--- src/rtl/mul_ctrl_if.sv ---
// mul_ctrl_if -- Execute-stage bundle between the pipeline and the iterative
// M-extension multiplier (mul_ctrl).
//
// Signals
//   startE    pipeline -> mul  multiply request in Execute
//   funct3E   pipeline -> mul  op select (000 MUL, 001 MULH, 010 MULHSU, 011/1xx MULHU)
//   rdata1E   pipeline -> mul  rs1 operand
//   rdata2E   pipeline -> mul  rs2 operand
//   kill      pipeline -> mul  flush; abandons any in-flight operation
//   StallMul  mul -> pipeline  hold Fetch/Decode/Execute registers
//   busy      mul -> pipeline  multiplier is not idle
//   done      mul -> pipeline  one-cycle pulse, result valid
//   result    mul -> pipeline  selected 32-bit product word
//   dbg_state mul -> observer  FSM state (0 IDLE, 1 RUN, 2 DONE)
//
// Handshake: a request is accepted on a rising edge where the multiplier is
// idle, startE=1 and kill=0. While it is in flight StallMul holds the pipeline
// so startE/operands stay stable; StallMul drops in the done cycle, letting
// the instruction advance with result on the same edge.
interface mul_ctrl_if;
  logic        startE;
  logic [2:0]  funct3E;
  logic [31:0] rdata1E;
  logic [31:0] rdata2E;
  logic        kill;
  logic        StallMul;
  logic        busy;
  logic        done;
  logic [31:0] result;
  logic [1:0]  dbg_state;

  modport master (
    output startE, funct3E, rdata1E, rdata2E, kill,
    input  StallMul, busy, done, result, dbg_state
  );

  modport slave (
    input  startE, funct3E, rdata1E, rdata2E, kill,
    output StallMul, busy, done, result, dbg_state
  );
endinterface

--- src/rtl/mul_ctrl.sv ---
// mul_ctrl -- iterative radix-2 shift-add multiplier for RV32 MUL/MULH/
// MULHSU/MULHU. Multiplies operand magnitudes into a 64-bit accumulator, one
// multiplier bit per cycle, then applies the sign correction in DONE.
//
// Ports
//   clk  rising-edge clock
//   rst  asynchronous active-low reset (0 = reset)
//   bus  mul_ctrl_if.slave (request, operands, kill, stall/busy/done/result,
//        FSM state for observation)
//
// Build option
//   MUL_CTRL_EARLY_EXIT_EN  when defined, RUN ends as soon as the remaining
//                           multiplier bits are all zero (at least one step).
//                           Otherwise every operation takes 32 RUN cycles.
module mul_ctrl (
  input  logic       clk,
  input  logic       rst,
  mul_ctrl_if.slave  bus
);

  typedef enum logic [1:0] {
    IDLE = 2'd0,
    RUN  = 2'd1,
    DONE = 2'd2
  } state_t;

  state_t      state_q, state_d;
  logic [4:0]  count_q;
  logic [63:0] acc_q;
  logic [63:0] mcand_q;     // multiplicand magnitude, shifted left each step
  logic [31:0] mplier_q;    // multiplier magnitude, shifted right each step
  logic        neg_q;       // exactly one operand negative
  logic        op_lo_q;     // MUL selects the low word
  logic [31:0] result_q;

  logic        accept;
  logic        last_step;
  logic        stall_c;
  logic        busy_c;
  logic        done_c;

  // Operand decode. rs1 is signed for MUL/MULH/MULHSU, rs2 only for MUL/MULH.
  logic        signed_a, signed_b;
  logic        a_neg, b_neg;
  logic [31:0] mag_a, mag_b;

  always_comb begin
    signed_a = ~bus.funct3E[2] & ~(bus.funct3E[1] & bus.funct3E[0]);
    signed_b = ~bus.funct3E[2] & ~bus.funct3E[1];
    a_neg    = signed_a & bus.rdata1E[31];
    b_neg    = signed_b & bus.rdata2E[31];
    // 0x80000000 negates to itself, which read unsigned is the correct 2^31.
    mag_a    = a_neg ? (~bus.rdata1E + 32'd1) : bus.rdata1E;
    mag_b    = b_neg ? (~bus.rdata2E + 32'd1) : bus.rdata2E;
  end

  assign accept = bus.startE & ~bus.kill;

`ifdef MUL_CTRL_EARLY_EXIT_EN
  // After this step only mplier_q[31:1] remains; nothing left to add if zero.
  assign last_step = (count_q == 5'd31) | (mplier_q[31:1] == 31'd0);
`else
  assign last_step = (count_q == 5'd31);
`endif

  // Datapath helpers.
  logic [63:0] acc_step;
  logic [63:0] product;
  logic [31:0] product_word;

  assign acc_step     = acc_q + (mplier_q[0] ? mcand_q : 64'd0);
  assign product      = neg_q ? (~acc_q + 64'd1) : acc_q;
  assign product_word = op_lo_q ? product[31:0] : product[63:32];

  // FSM state register.
  always_ff @(posedge clk or negedge rst) begin
    if (!rst) state_q <= IDLE;
    else      state_q <= state_d;
  end

  // FSM next state and outputs.
  always_comb begin
    state_d = state_q;
    stall_c = 1'b0;
    busy_c  = 1'b0;
    done_c  = 1'b0;
    case (state_q)
      IDLE: begin
        if (accept) begin
          state_d = RUN;
          stall_c = 1'b1;
        end
      end
      RUN: begin
        busy_c  = 1'b1;
        stall_c = 1'b1;
        if (bus.kill)       state_d = IDLE;
        else if (last_step) state_d = DONE;
      end
      DONE: begin
        busy_c  = 1'b1;
        done_c  = ~bus.kill;
        state_d = IDLE;
      end
      default: state_d = IDLE;
    endcase
  end

  // Datapath registers.
  always_ff @(posedge clk or negedge rst) begin
    if (!rst) begin
      count_q  <= 5'd0;
      acc_q    <= 64'd0;
      mcand_q  <= 64'd0;
      mplier_q <= 32'd0;
      neg_q    <= 1'b0;
      op_lo_q  <= 1'b0;
      result_q <= 32'd0;
    end else begin
      case (state_q)
        IDLE: begin
          if (accept) begin
            count_q  <= 5'd0;
            acc_q    <= 64'd0;
            mcand_q  <= {32'd0, mag_a};
            mplier_q <= mag_b;
            neg_q    <= a_neg ^ b_neg;
            op_lo_q  <= (bus.funct3E == 3'b000);
          end
        end
        RUN: begin
          acc_q    <= acc_step;
          mcand_q  <= mcand_q << 1;
          mplier_q <= mplier_q >> 1;
          count_q  <= count_q + 5'd1;
        end
        DONE: begin
          if (done_c) result_q <= product_word;
        end
        default: ;
      endcase
    end
  end

  // The new word is shown in the done cycle itself and held afterwards; a
  // kill in DONE leaves the previous word visible.
  assign bus.result    = done_c ? product_word : result_q;
  assign bus.done      = done_c;
  assign bus.busy      = busy_c;
  // Gated by rst so a held startE cannot stall the pipeline during reset.
  assign bus.StallMul  = rst & stall_c;
  assign bus.dbg_state = state_q;

endmodule
--- src/flat_wrapper.sv ---
// flat-port wrapper written by rule: the top's interface ports become plain ports
module mul_ctrl_flat 
  (clk, rst, bus_startE, bus_funct3E, bus_rdata1E, bus_rdata2E, bus_kill, bus_StallMul, bus_busy, bus_done, bus_result, bus_dbg_state);
  mul_ctrl_if bus_i ();
  input  logic clk;
  input  logic rst;
  input wire logic [$bits(bus_i.startE)-1:0] bus_startE;
  input wire logic [$bits(bus_i.funct3E)-1:0] bus_funct3E;
  input wire logic [$bits(bus_i.rdata1E)-1:0] bus_rdata1E;
  input wire logic [$bits(bus_i.rdata2E)-1:0] bus_rdata2E;
  input wire logic [$bits(bus_i.kill)-1:0] bus_kill;
  output wire logic [$bits(bus_i.StallMul)-1:0] bus_StallMul;
  output wire logic [$bits(bus_i.busy)-1:0] bus_busy;
  output wire logic [$bits(bus_i.done)-1:0] bus_done;
  output wire logic [$bits(bus_i.result)-1:0] bus_result;
  output wire logic [$bits(bus_i.dbg_state)-1:0] bus_dbg_state;
  assign bus_i.startE = bus_startE;
  assign bus_i.funct3E = bus_funct3E;
  assign bus_i.rdata1E = bus_rdata1E;
  assign bus_i.rdata2E = bus_rdata2E;
  assign bus_i.kill = bus_kill;
  assign bus_StallMul = bus_i.StallMul;
  assign bus_busy = bus_i.busy;
  assign bus_done = bus_i.done;
  assign bus_result = bus_i.result;
  assign bus_dbg_state = bus_i.dbg_state;
  mul_ctrl u_core (.clk(clk), .rst(rst), .bus(bus_i));
endmodule
--- config.mk ---
export PLATFORM = sky130hd
export DESIGN_NAME = mul_ctrl_flat
export DESIGN_NICKNAME = d
export VERILOG_FILES = /design/src/rtl/mul_ctrl_if.sv /design/src/rtl/mul_ctrl.sv /design/src/flat_wrapper.sv
export SDC_FILE = /design/constraint.sdc
export NUM_CORES = 1
export LEC_CHECK = 0
export BUFFER_PORTS_ARGS = -buffer_cell sky130_fd_sc_hd__buf_2
export CORE_MARGIN = 4
export CORE_UTILIZATION = 45
export DETAILED_ROUTE_END_ITERATION = 10
export PLACE_DENSITY = 0.7
export SYNTH_ARGS = -nofsm -noshare
export SYNTH_HDL_FRONTEND = slang
export SYNTH_SLANG_ARGS = --single-unit
--- constraint.sdc ---
create_clock -name clk -period 10.45 [get_ports clk]
set_input_delay 1.045 -clock clk [delete_from_list [all_inputs] [get_ports clk]]
set_output_delay 1.045 -clock clk [all_outputs]
set_load 0.02 [all_outputs]
# After elaboration in Yosys (flattened, before gate mapping)
# Cells that the tools add are included.
# W data, S select, Z words.
dict set report classes {
  addsub 5
  bitwise_logic 15
  reduce_logical 7
  mux 22
  eq_ne 5
}
# cell n
set op_table {}
lappend op_table {{$mux W64} 4}
lappend op_table {{$pmux W64 S2} 2}
lappend op_table {{$mux W32} 5}
lappend op_table {{$add A32 B1 Y32 const B} 2}
lappend op_table {{$add A64 B1 Y64 const B} 1}
lappend op_table {{$add A64 B64 Y64} 1}
lappend op_table {{$not A32 Y32} 2}
lappend op_table {{$not A64 Y64} 1}
lappend op_table {{$pmux W32 S2} 1}
lappend op_table {{$pmux W5 S2} 1}
lappend op_table {{$and A1 B1 Y1} 7}
lappend op_table {{$mux W2} 3}
lappend op_table {{$reduce_and A2 Y1} 3}
lappend op_table {{$add A5 B1 Y5 const B} 1}
lappend op_table {{$eq A5 B5 Y1 const B} 1}
lappend op_table {{$mux W5} 1}
lappend op_table {{$not A1 Y1} 4}
lappend op_table {{$pmux W2 S2} 1}
lappend op_table {{$logic_not A3 Y1} 1}
lappend op_table {{$mux W1} 3}
lappend op_table {{$ne A3 B2 Y1 const B} 1}
lappend op_table {{$eq A2 B1 Y1 const B} 1}
lappend op_table {{$eq A2 B2 Y1 const B} 1}
lappend op_table {{$logic_not A2 Y1} 1}
lappend op_table {{other kinds (5)} 5}
dict set report word_totals {
  output_inout_bits 37
  regBits 201
  input_bits 71
  elab_cells 62
}

# Longest topological paths before layout
# Gate-level depths: netlist of run 1.
dict set report depth {
  ltp_word 7
  mapped_depth 16
  ltp_nobuf 14
}

# Least setup slack after synthesis of run 1
# Ideal clock, no wire load.
dict set report synth_timing {
  kind {register to output}
  from {register u_core.acc_q[45]}
  to {output bus_result[29]}
  arrival_time_ns 3.114
  path_slack_ns 6.291
  path_stages_with_launch 11
  path_buffers 0
  required_time_ns 9.405
  cell_sequence {dfrtp_1 or4_4 nand2b_4 or4_4 or2_4 or4_1 a21oi_1 xor2_1 nor2_1 a21oi_1 o21ai_0}
}
dict set report synth_between {
  elab_chain_len 5
}
# element line
set synth_lines {}
lappend synth_lines {{from (decl)} mul_ctrl.sv:29} ;# logic [63:0] acc_q;
lappend synth_lines {{from (signal assigned)} mul_ctrl.sv:132} ;# acc_q <= acc_step;
lappend synth_lines {{$not A64 Y64} mul_ctrl.sv:72} ;# assign product = neg_q ? (~acc_q + 64'd1) : acc_q;
lappend synth_lines {{$add A64 B1 Y64} mul_ctrl.sv:72}
lappend synth_lines {{$mux W64} mul_ctrl.sv:72}
lappend synth_lines {{$mux W32} mul_ctrl.sv:73} ;# assign product_word = op_lo_q ? product[31:0] : product[63:32];
lappend synth_lines {{$mux W32} mul_ctrl.sv:147} ;# assign bus.result = done_c ? product_word : result_q;
lappend synth_lines {{to (decl)} flat_wrapper.sv:15} ;# output wire logic [$bits(bus_i.result)-1:0] bus_result;
# Every way passes these cells.

# Worst setup path in the final report of run 1
dict set report layout_timing {
  from {register u_core.acc_q[1]}
  to {output bus_result[31]}
}
# Same word-level chain as after synthesis.

==> results of run 1 <==
[registers in the layout (all words and copies together) (netlist names)]
register,cells
u_core.result_q,32
u_core.mcand_q,64
u_core.count_q,5
u_core.bus.dbg_state,2
u_core.acc_q,64
u_core.op_lo_q,1
u_core.mplier_q,32
u_core.neg_q,1
[cells by family after synthesis]
logic type	count (synthesis)	synth area share
buffers and inverters	149	0.03709
and+or+nand+nor	589	0.1898
xor gates and xnor gates	167	0.09678
adders and majority gates	73	0.06093
muxes	10	0.006706
DFF	201	0.3328
AOI/OAI and AO/OA	666	0.2759
[cell type report]
type                            instances  share of cell area
Sequential cell                       201              0.3004
Multi-Input combinational cell       1505              0.5693
Inverter                               35            0.007843
Antenna cell                            3           0.0004482
Tap cell                              442             0.03301
Timing Repair Buffer                  118             0.03742
Clock buffer                           40             0.04863
Clock inverter                          4            0.002913
[synth_stat cells (6+ instances only)]
cell	number	area share
a21oi_1	149	0.049
ha_1	72	0.060
xnor2_1	84	0.049
nor4_1	17	0.0070
a21boi_0	7	0.0035
nand4_1	20	0.0083
or3_1	25	0.010
o41ai_1	19	0.011
nand3_1	14	0.0046
dfrtp_1	201	0.33
o21ai_0	244	0.081
a22o_1	38	0.022
nand2_1	236	0.059
nor3_1	22	0.0073
nor2b_1	7	0.0029
a31oi_1	14	0.0058
o21a_1	11	0.0055
inv_1	35	0.0087
or4_1	16	0.0079
nand3b_1	6	0.0030
and3_1	8	0.0033
a22oi_1	32	0.016
mux2i_1	9	0.0060
o21ai_1	7	0.0023
nand2b_1	13	0.0054
nor2_1	107	0.027
o31ai_1	26	0.013
o21bai_1	15	0.0075
xor2_1	83	0.048
or2_2	6	0.0025
and2_1	72	0.030
a21o_1	42	0.021
o2111ai_1	6	0.0035
clkbuf_1	113	0.028
o211ai_1	8	0.0040
[metrics by stage]
stage               hold WS [ns]    util  power [mW]  cells
detailed placement        0.4588  0.4832       3.211   2301
floorplan                 0.4387       -       2.664   1855
finish                    0.4663  0.5097       4.107   2348
CTS                       0.4716  0.5094       4.124   2345
global route              0.4898  0.5095       4.436   2346
global placement          0.4503  0.4832       3.169   2301
[routing by layer]
| metal | vias up | GRT usage | wire [um] |
|---|---|---|---|
| li1 | 6790 | - | - |
| met1 | 6500 | 0.3248 | 19750 |
| met2 | 403 | 0.3562 | 18420 |
| met3 | 85 | 0.03817 | 2629 |
| met4 | 8 | 0.06878 | 1268 |
| met5 | - | 0 | 53 |
[cell usage in the layout, fill, tap and decap left out, drive strengths merged, types with 15 or more instances in the layout]
cell type,Yosys,layout
o21bai,15,15
or4,19,19
nor4,18,18
ha,72,72
dfrtp,201,201
nor3,22,22
a21oi,149,149
nor2,107,107
xor2,83,83
clkbuf,113,41
a21o,42,42
xnor2,84,84
inv,35,36
buf,1,117
o31ai,27,27
nand4,20,20
and2,72,72
o21ai,253,253
nand2,236,236
a22oi,32,32
a22o,38,38
or3,29,29
o41ai,21,21
[path summary, 6_finish.rpt]
path	startpoint	to	slack (ns)
max in group asynchronous	rst	u_core.neg_q	8.50
min	u_core.result_q[8]	u_core.result_q[8]	0.47
max	u_core.acc_q[1]	bus_result[31]	5.47
max reg2reg	u_core.mplier_q[0]	u_core.acc_q[54]	6.11
min reg2reg	u_core.result_q[8]	u_core.result_q[8]	0.47
min in group asynchronous	rst	u_core.result_q[9]	0.52
[where the power goes]
part | total (mW) | internal, mW | switching, mW | leakage (nW)
clock | 0.893 | 0.554 | 0.338 | 0.429
sequential | 1.24 | 1.00 | 0.244 | 2.67
combinational | 1.97 | 0.726 | 1.24 | 4.47
total | 4.11 | 2.28 | 1.83 | 7.57
[tightest hold or removal path: cells and delay by family (launching register included)]
family	cells	cell delay, ns
and+or+nand+nor	1	0.05
AOI/OAI and AO/OA	1	0.06
DFF	1	0.32
==> impl_metrics.tcl, run 1 <==
set metrics [dict create \
    synth_seq_cells 201 \
    critPathCaptureType "primary output" \
    grt_usage 0.2279 \
    outcome "finished, final reports clean" \
    clock_skew_ns 0.02011 \
    htree_levels 1 \
    crit_slowest_cell "nor4_1" \
    rsz0062_at_grt "no" \
    min_delay_path_depth 2 \
    area_growth_pct 10.84 \
    post-dp-hpwl_mm 31.18 \
    post-route-min-period_ns 4.979 \
    grt_pass1_vias 13175 \
    overflow 0 \
    syn_area_um2 15110 \
    dpl_cell_area_um2 15880 \
    die_h_um 191.3 \
    drt_wl_total_mm 42.12 \
    postCtsSetupBuffers 0 \
    clkSlewWorstSetupHoldPaths_ns 0.06 \
    first_pass_iters 5 \
    drive_above_1_share 0.1030 \
    slowest_delay_ns 0.57 \
    irDropWorstVdd_mv 0.1545 \
    drtIter0Drc 1116 \
    worstPathArrival_ns 3.93 \
    timing.setup.tns_ns 0 \
    ctsLongestPathBuffers 3 \
    die_w_um 191.3 \
    fin_area_um2 16750 \
    postCtsHoldBufs 0 \
    critPathRequiredTime_ns 9.41 \
    p_per_area_nw_per_um2 245.2 \
    core_um2 32870 \
    yosysWarningCount 0 \
    syn_nets 1999 \
    vias 13786 \
    final-hold-violation-count 0 \
    slew_violations 0 \
    synth-edff-count 0 \
    path_cells "nor4_1 > nand4b_1 > or2_1 > or4_4 > or3_4 > or2_4 > o41ai_4 > xnor2_1 > o21ai_2 > o21ai_1 > buf_2" \
    num-fill-cells 3222 \
    cts_tree "built" \
    grt_max_degree 98 \
    critPathTopFamily "simple AND/OR/NAND/NOR gates" \
    multi_input_area_um2 9537 \
    synthCells 1855 \
    relSlewSlack 0.3494 \
    portBuffers 107 \
    crit_path_start_kind "flip-flop" \
    antenna_found_initial 5 \
    clockRootBuffer "clkbuf_16" \
    drc 0 \
    hold_class "flip-flop to flip-flop" \
    max_freq_ghz 0.2008 \
    post_drt_wl_per_cell_um 17.94 \
    synth_ff_type "dfrtp_1" \
    routabilityCongestion 0.9958 \
    crit_path_max_fanout 4 \
    worstSetupPathType "flip-flop to primary output" \
    cts.repair.resized 0 \
    worst-path-stages 11 \
    syn_area_per_cell_um2 8.147 \
    nets 2031 \
    setup_slack_ns 5.471 \
    synth.distinct_cells 73 \
    register_area_um2 5032 \
    io_pins 108 \
    start_util 0.4598 \
    setup_violations 0 \
    die-area_um2 36580 \
    path_buf_inv 1 \
    ff2ff_path_depth 15 \
    pre_cts_slack_ns 6.075 \
    rows 66 \
    worstMarginPinSlew_ns 0.9513 \
    max-cap-violations 0 \
    clock_latency_ns 0.54 \
    yosysSeqAreaShare 0.3328 \
    synthArstFlopShare 1.000 \
    post_drt_via_cell_ratio 5.871 \
    grt_pass1_wl_mm 69.03 \
    leakagePower_nw 7.573 \
    numCtsBuffers 26 \
    clock_sinks 201 \
    layout_worst_path_cycle_share 0.4764 \
    ant_nets 0 \
]
Power figures use the tool's default switching activity.
==> run 2, diff against run 1 <==
--- a/config.mk
+++ b/config.mk
@@ -5,11 +5,12 @@
 export SDC_FILE = /design/constraint.sdc
 export NUM_CORES = 1
 export LEC_CHECK = 0
+export ABC_AREA = 1
 export BUFFER_PORTS_ARGS = -buffer_cell sky130_fd_sc_hd__buf_2
 export CORE_MARGIN = 4
 export CORE_UTILIZATION = 45
 export DETAILED_ROUTE_END_ITERATION = 10
-export PLACE_DENSITY = 0.7
+export PLACE_DENSITY = 0.72
 export SYNTH_ARGS = -nofsm -noshare
 export SYNTH_HDL_FRONTEND = slang
 export SYNTH_SLANG_ARGS = --single-unit
==> constraint.sdc (replaced) <==
create_clock -name clk -period 4.4 [get_ports clk]
set_input_delay 0.44 -clock clk [delete_from_list [all_inputs] [get_ports clk]]
set_output_delay 0.44 -clock clk [all_outputs]
set_load 0.02 [all_outputs]
==> run 2 against run 1 <==
  * Combinational power rose to 4.1 times the previous value
  * Design area is 24% higher
  * Via count rose by 46%
  * Sequential power rose to 2.8 times the previous value
  * Critical endpoint is now bus_result[4]
==> impl_metrics.tcl, run 2 <==
set metrics [dict create \
    cts_tree "built" \
    min_to "u_core.mcand_q[0]" \
    post-route-min-period_ns 3.459 \
    leakagePower_nw 11.65 \
    p_sw_frac 0.5371 \
    muxShareOfSynthArea 0 \
    crit_path_start_kind "flip-flop" \
    antenna_found_initial 7 \
    syn_area_per_cell_um2 5.821 \
    die-area_um2 45090 \
    clockRootBuffer "clkbuf_16" \
    fin_area_um2 20710 \
    synth_compound_area_frac 0.1354 \
    p_per_area_nw_per_um2 665.7 \
    yosysTopAreaCellShare 0.2677 \
    ff2ff_path_depth 15 \
    drtIter0Drc 1716 \
    p_clk_frac 0.158 \
    worstSetupPathType "flip-flop to primary output" \
    grt_pass1_vias 18671 \
    clock_latency_ns 0.58 \
    reg_top3 "u_core.acc_q x64, u_core.mcand_q x64" \
    nets 3447 \
    area_growth_pct 10.21 \
    min_delay_path_depth 3 \
    setup_violations 0 \
    yosysWarningCount 0 \
    critPathCaptureType "primary output" \
    post-dp-hpwl_mm 49.23 \
    outcome "finished, final reports clean" \
    synthArstFlopShare 1.000 \
    ff2ff_setup_slack_ns 1.39 \
    grt_pass1_wl_mm 99.08 \
    clock_skew_ns 0.03400 \
    slowest_delay_ns 0.40 \
    p_total_mw 13.79 \
    synthAdderAreaFrac 0.04901 \
    layout_commonest_cell "nand2_1" \
    num-fill-cells 4377 \
    synth_ff_type "dfrtp_1" \
    max_freq_ghz 0.2891 \
    portBuffers 107 \
    core_um2 41020 \
    synth_top_family_by_area "simple AND/OR/NAND/NOR gates" \
    synth-edff-count 0 \
    drive_above_1_share 0.07704 \
    r2r_end "u_core.acc_q[53]" \
    critPathRequiredTime_ns 3.96 \
    grt_max_degree 101 \
    rsz0062_at_grt "no" \
    relSlewSlack 0.3804 \
    timing.setup.tns_ns 0 \
    pwr-share-seq 0.254 \
    die_h_um 212.3 \
    drc 0 \
    pwr-share-comb 0.589 \
    clock_sinks 201 \
    htree_levels 1 \
    numCtsBuffers 26 \
    synth_common_cells "1097 x nand2_1, 574 x inv_1, 331 x nor2_1, 224 x nand3_1, 201 x dfrtp_1" \
    io_pins 108 \
    power.switching_mw 7.404 \
    synthXorXnorAreaFrac 0.01212 \
    crit_slowest_cell "dfrtp_1" \
    syn_area_um2 18790 \
    max-cap-violations 0 \
    rows 74 \
    crit_path_max_fanout 7 \
    path_cells "inv_1 > ha_1 > nand3_2 > nor2_8 > nand3_4 > o21ai_4 > xor2_1 > nand2_1 > a21oi_1 > buf_2" \
    slew_violations 0 \
    worstPathArrival_ns 3.02 \
    ant_nets 0 \
    first_pass_iters 6 \
    post_drt_via_cell_ratio 5.237 \
    grt_usage 0.2727 \
    synthCells 3228 \
    hold_slack_ns 0.1796 \
    overflow 0 \
    clkSlewWorstSetupHoldPaths_ns 0.06 \
    ctsLongestPathBuffers 3 \
    synth.distinct_cells 52 \
    drt_wl_total_mm 61.83 \
    dpl_cell_area_um2 19830 \
    layout_worst_path_cycle_share 0.7862 \
    post_drt_wl_per_cell_um 16.04 \
    synth_seq_cells 201 \
    mostFrequentLayoutCells "1097 x nand2_1, 574 x inv_1, 330 x nor2_1, 224 x nand3_1, 199 x dfrtp_1" \
    start_util 0.4581 \
    synth.area.top_cells "dfrtp_1 27%, nand2_1 22%, inv_1 11%, nor2_1 6.6%, nand3_1 6.0%" \
    synth.most_common_cell "nand2_1" \
    hold_class "primary input to flip-flop" \
    r2r_start "u_core.mplier_q[0]" \
    syn_nets 3372 \
    die_w_um 212.3 \
    final-hold-violation-count 0 \
    min-delay-start "bus_rdata1E[0]" \
    yosysTopAreaCell "dfrtp_1" \
    routabilityCongestion 1.034 \
    synth-simple-area-share 0.3957 \
    worstMarginPinSlew_ns 0.9281 \
    internal_power_mw 6.382 \
    yosysSeqAreaShare 0.2677 \
    cts.repair.resized 0 \
    irDropWorstVdd_mv 0.4462 \
    vias 20192 \
    fin_util 0.5049 \
]
[run 2: cell count changes after synthesis, moves of 70 or more]
cell | before | now
o21ai_0 | 244 | 126
inv_1 | 35 | 574
nand3_1 | 14 | 224
nor2_1 | 107 | 331
clkbuf_1 | 113 | 43
xnor2_1 | 84 | 5
nand2_1 | 236 | 1097
[run 2: cell type report]
| type | instances | area [um^2] | area share |
|---|---|---|---|
| diodes | 1 | 2.502 | 0.0001208 |
| clock buffers | 33 | 726.9 | 0.03510 |
| clock inverters | 15 | 142.6 | 0.006888 |
| inverters | 608 | 2283 | 0.1103 |
| multi-input cells | 2340 | 11140 | 0.5380 |
| flip-flops and latches | 201 | 5032 | 0.2430 |
| well taps | 532 | 665.6 | 0.03214 |
| repair buffers | 126 | 714.4 | 0.03450 |
[run 2: kinds of logic (layout without fill, tap and decap cells)]
logic type / Yosys count / count (layout)
compound gates: 455 / 455
xor+xnor: 26 / 26
fa+ha+maj: 73 / 73
buf+inv: 687 / 782
flops: 201 / 201
other cells: 0 / 1
simple gates: 1786 / 1786
[run 2: per-stage QoR]
| step | setup WS (ns) | cells |
|---|---|---|
| 4_1_cts | 0.9328 | 3855 |
| 5_1_grt | 0.7665 | 3856 |
| 6_report | 0.9409 | 3856 |
| 2_1_floorplan | 1.864 | 3228 |
| 3_5_place_dp | 1.490 | 3806 |
| 3_3_place_gp | 1.509 | 3806 |
[run 2: metal layers]
layer,track usage,vias to the layer above,part of all wire
met2,0.4247,724,0.42
li1,-,10285,-
met4,0.1104,10,0.046
met3,0.03807,145,0.082
met1,0.3831,9028,0.45
met5,0,-,0.00091
[run 2: critical path, delay by kind of cell, from the launching register on]
kind	cells	cell delay, ns
buffers and inverters	2	0.37
AOI/OAI and AO/OA	2	0.42
xor gates and xnor gates	1	0.38
adders and majority gates	1	0.22
DFF	1	0.40
and+or+nand+nor	4	0.67
[run 2: how the worst max path moves through the flow]
stage,start,end,cells past startpoint
global placement,u_core.mplier_q[0],u_core.acc_q[53],15
global route,u_core.acc_q[1],bus_result[4],10
CTS,u_core.acc_q[1],bus_result[4],10
detailed placement,u_core.mplier_q[0],u_core.acc_q[53],15
finish,u_core.acc_q[1],bus_result[4],10
floorplan,u_core.mplier_q[0],u_core.acc_q[56],19
[run 2: power by group through the flow]
stage | clock, mW | combinational, mW | sequential (mW)
6_report | 2.17 | 8.11 | 3.50
5_1_grt | 2.30 | 9.13 | 3.58
4_1_cts | 2.22 | 8.05 | 3.46
3_5_place_dp | 0 | 8.02 | 3.48
3_3_place_gp | 0 | 7.95 | 3.48
2_1_floorplan | 0 | 5.97 | 3.07
[run 2: repair_timing]
item,in CTS,in global routing
buffers inserted,0,0
endpoints found under the hold margin,38,0
hold buffers,1,0
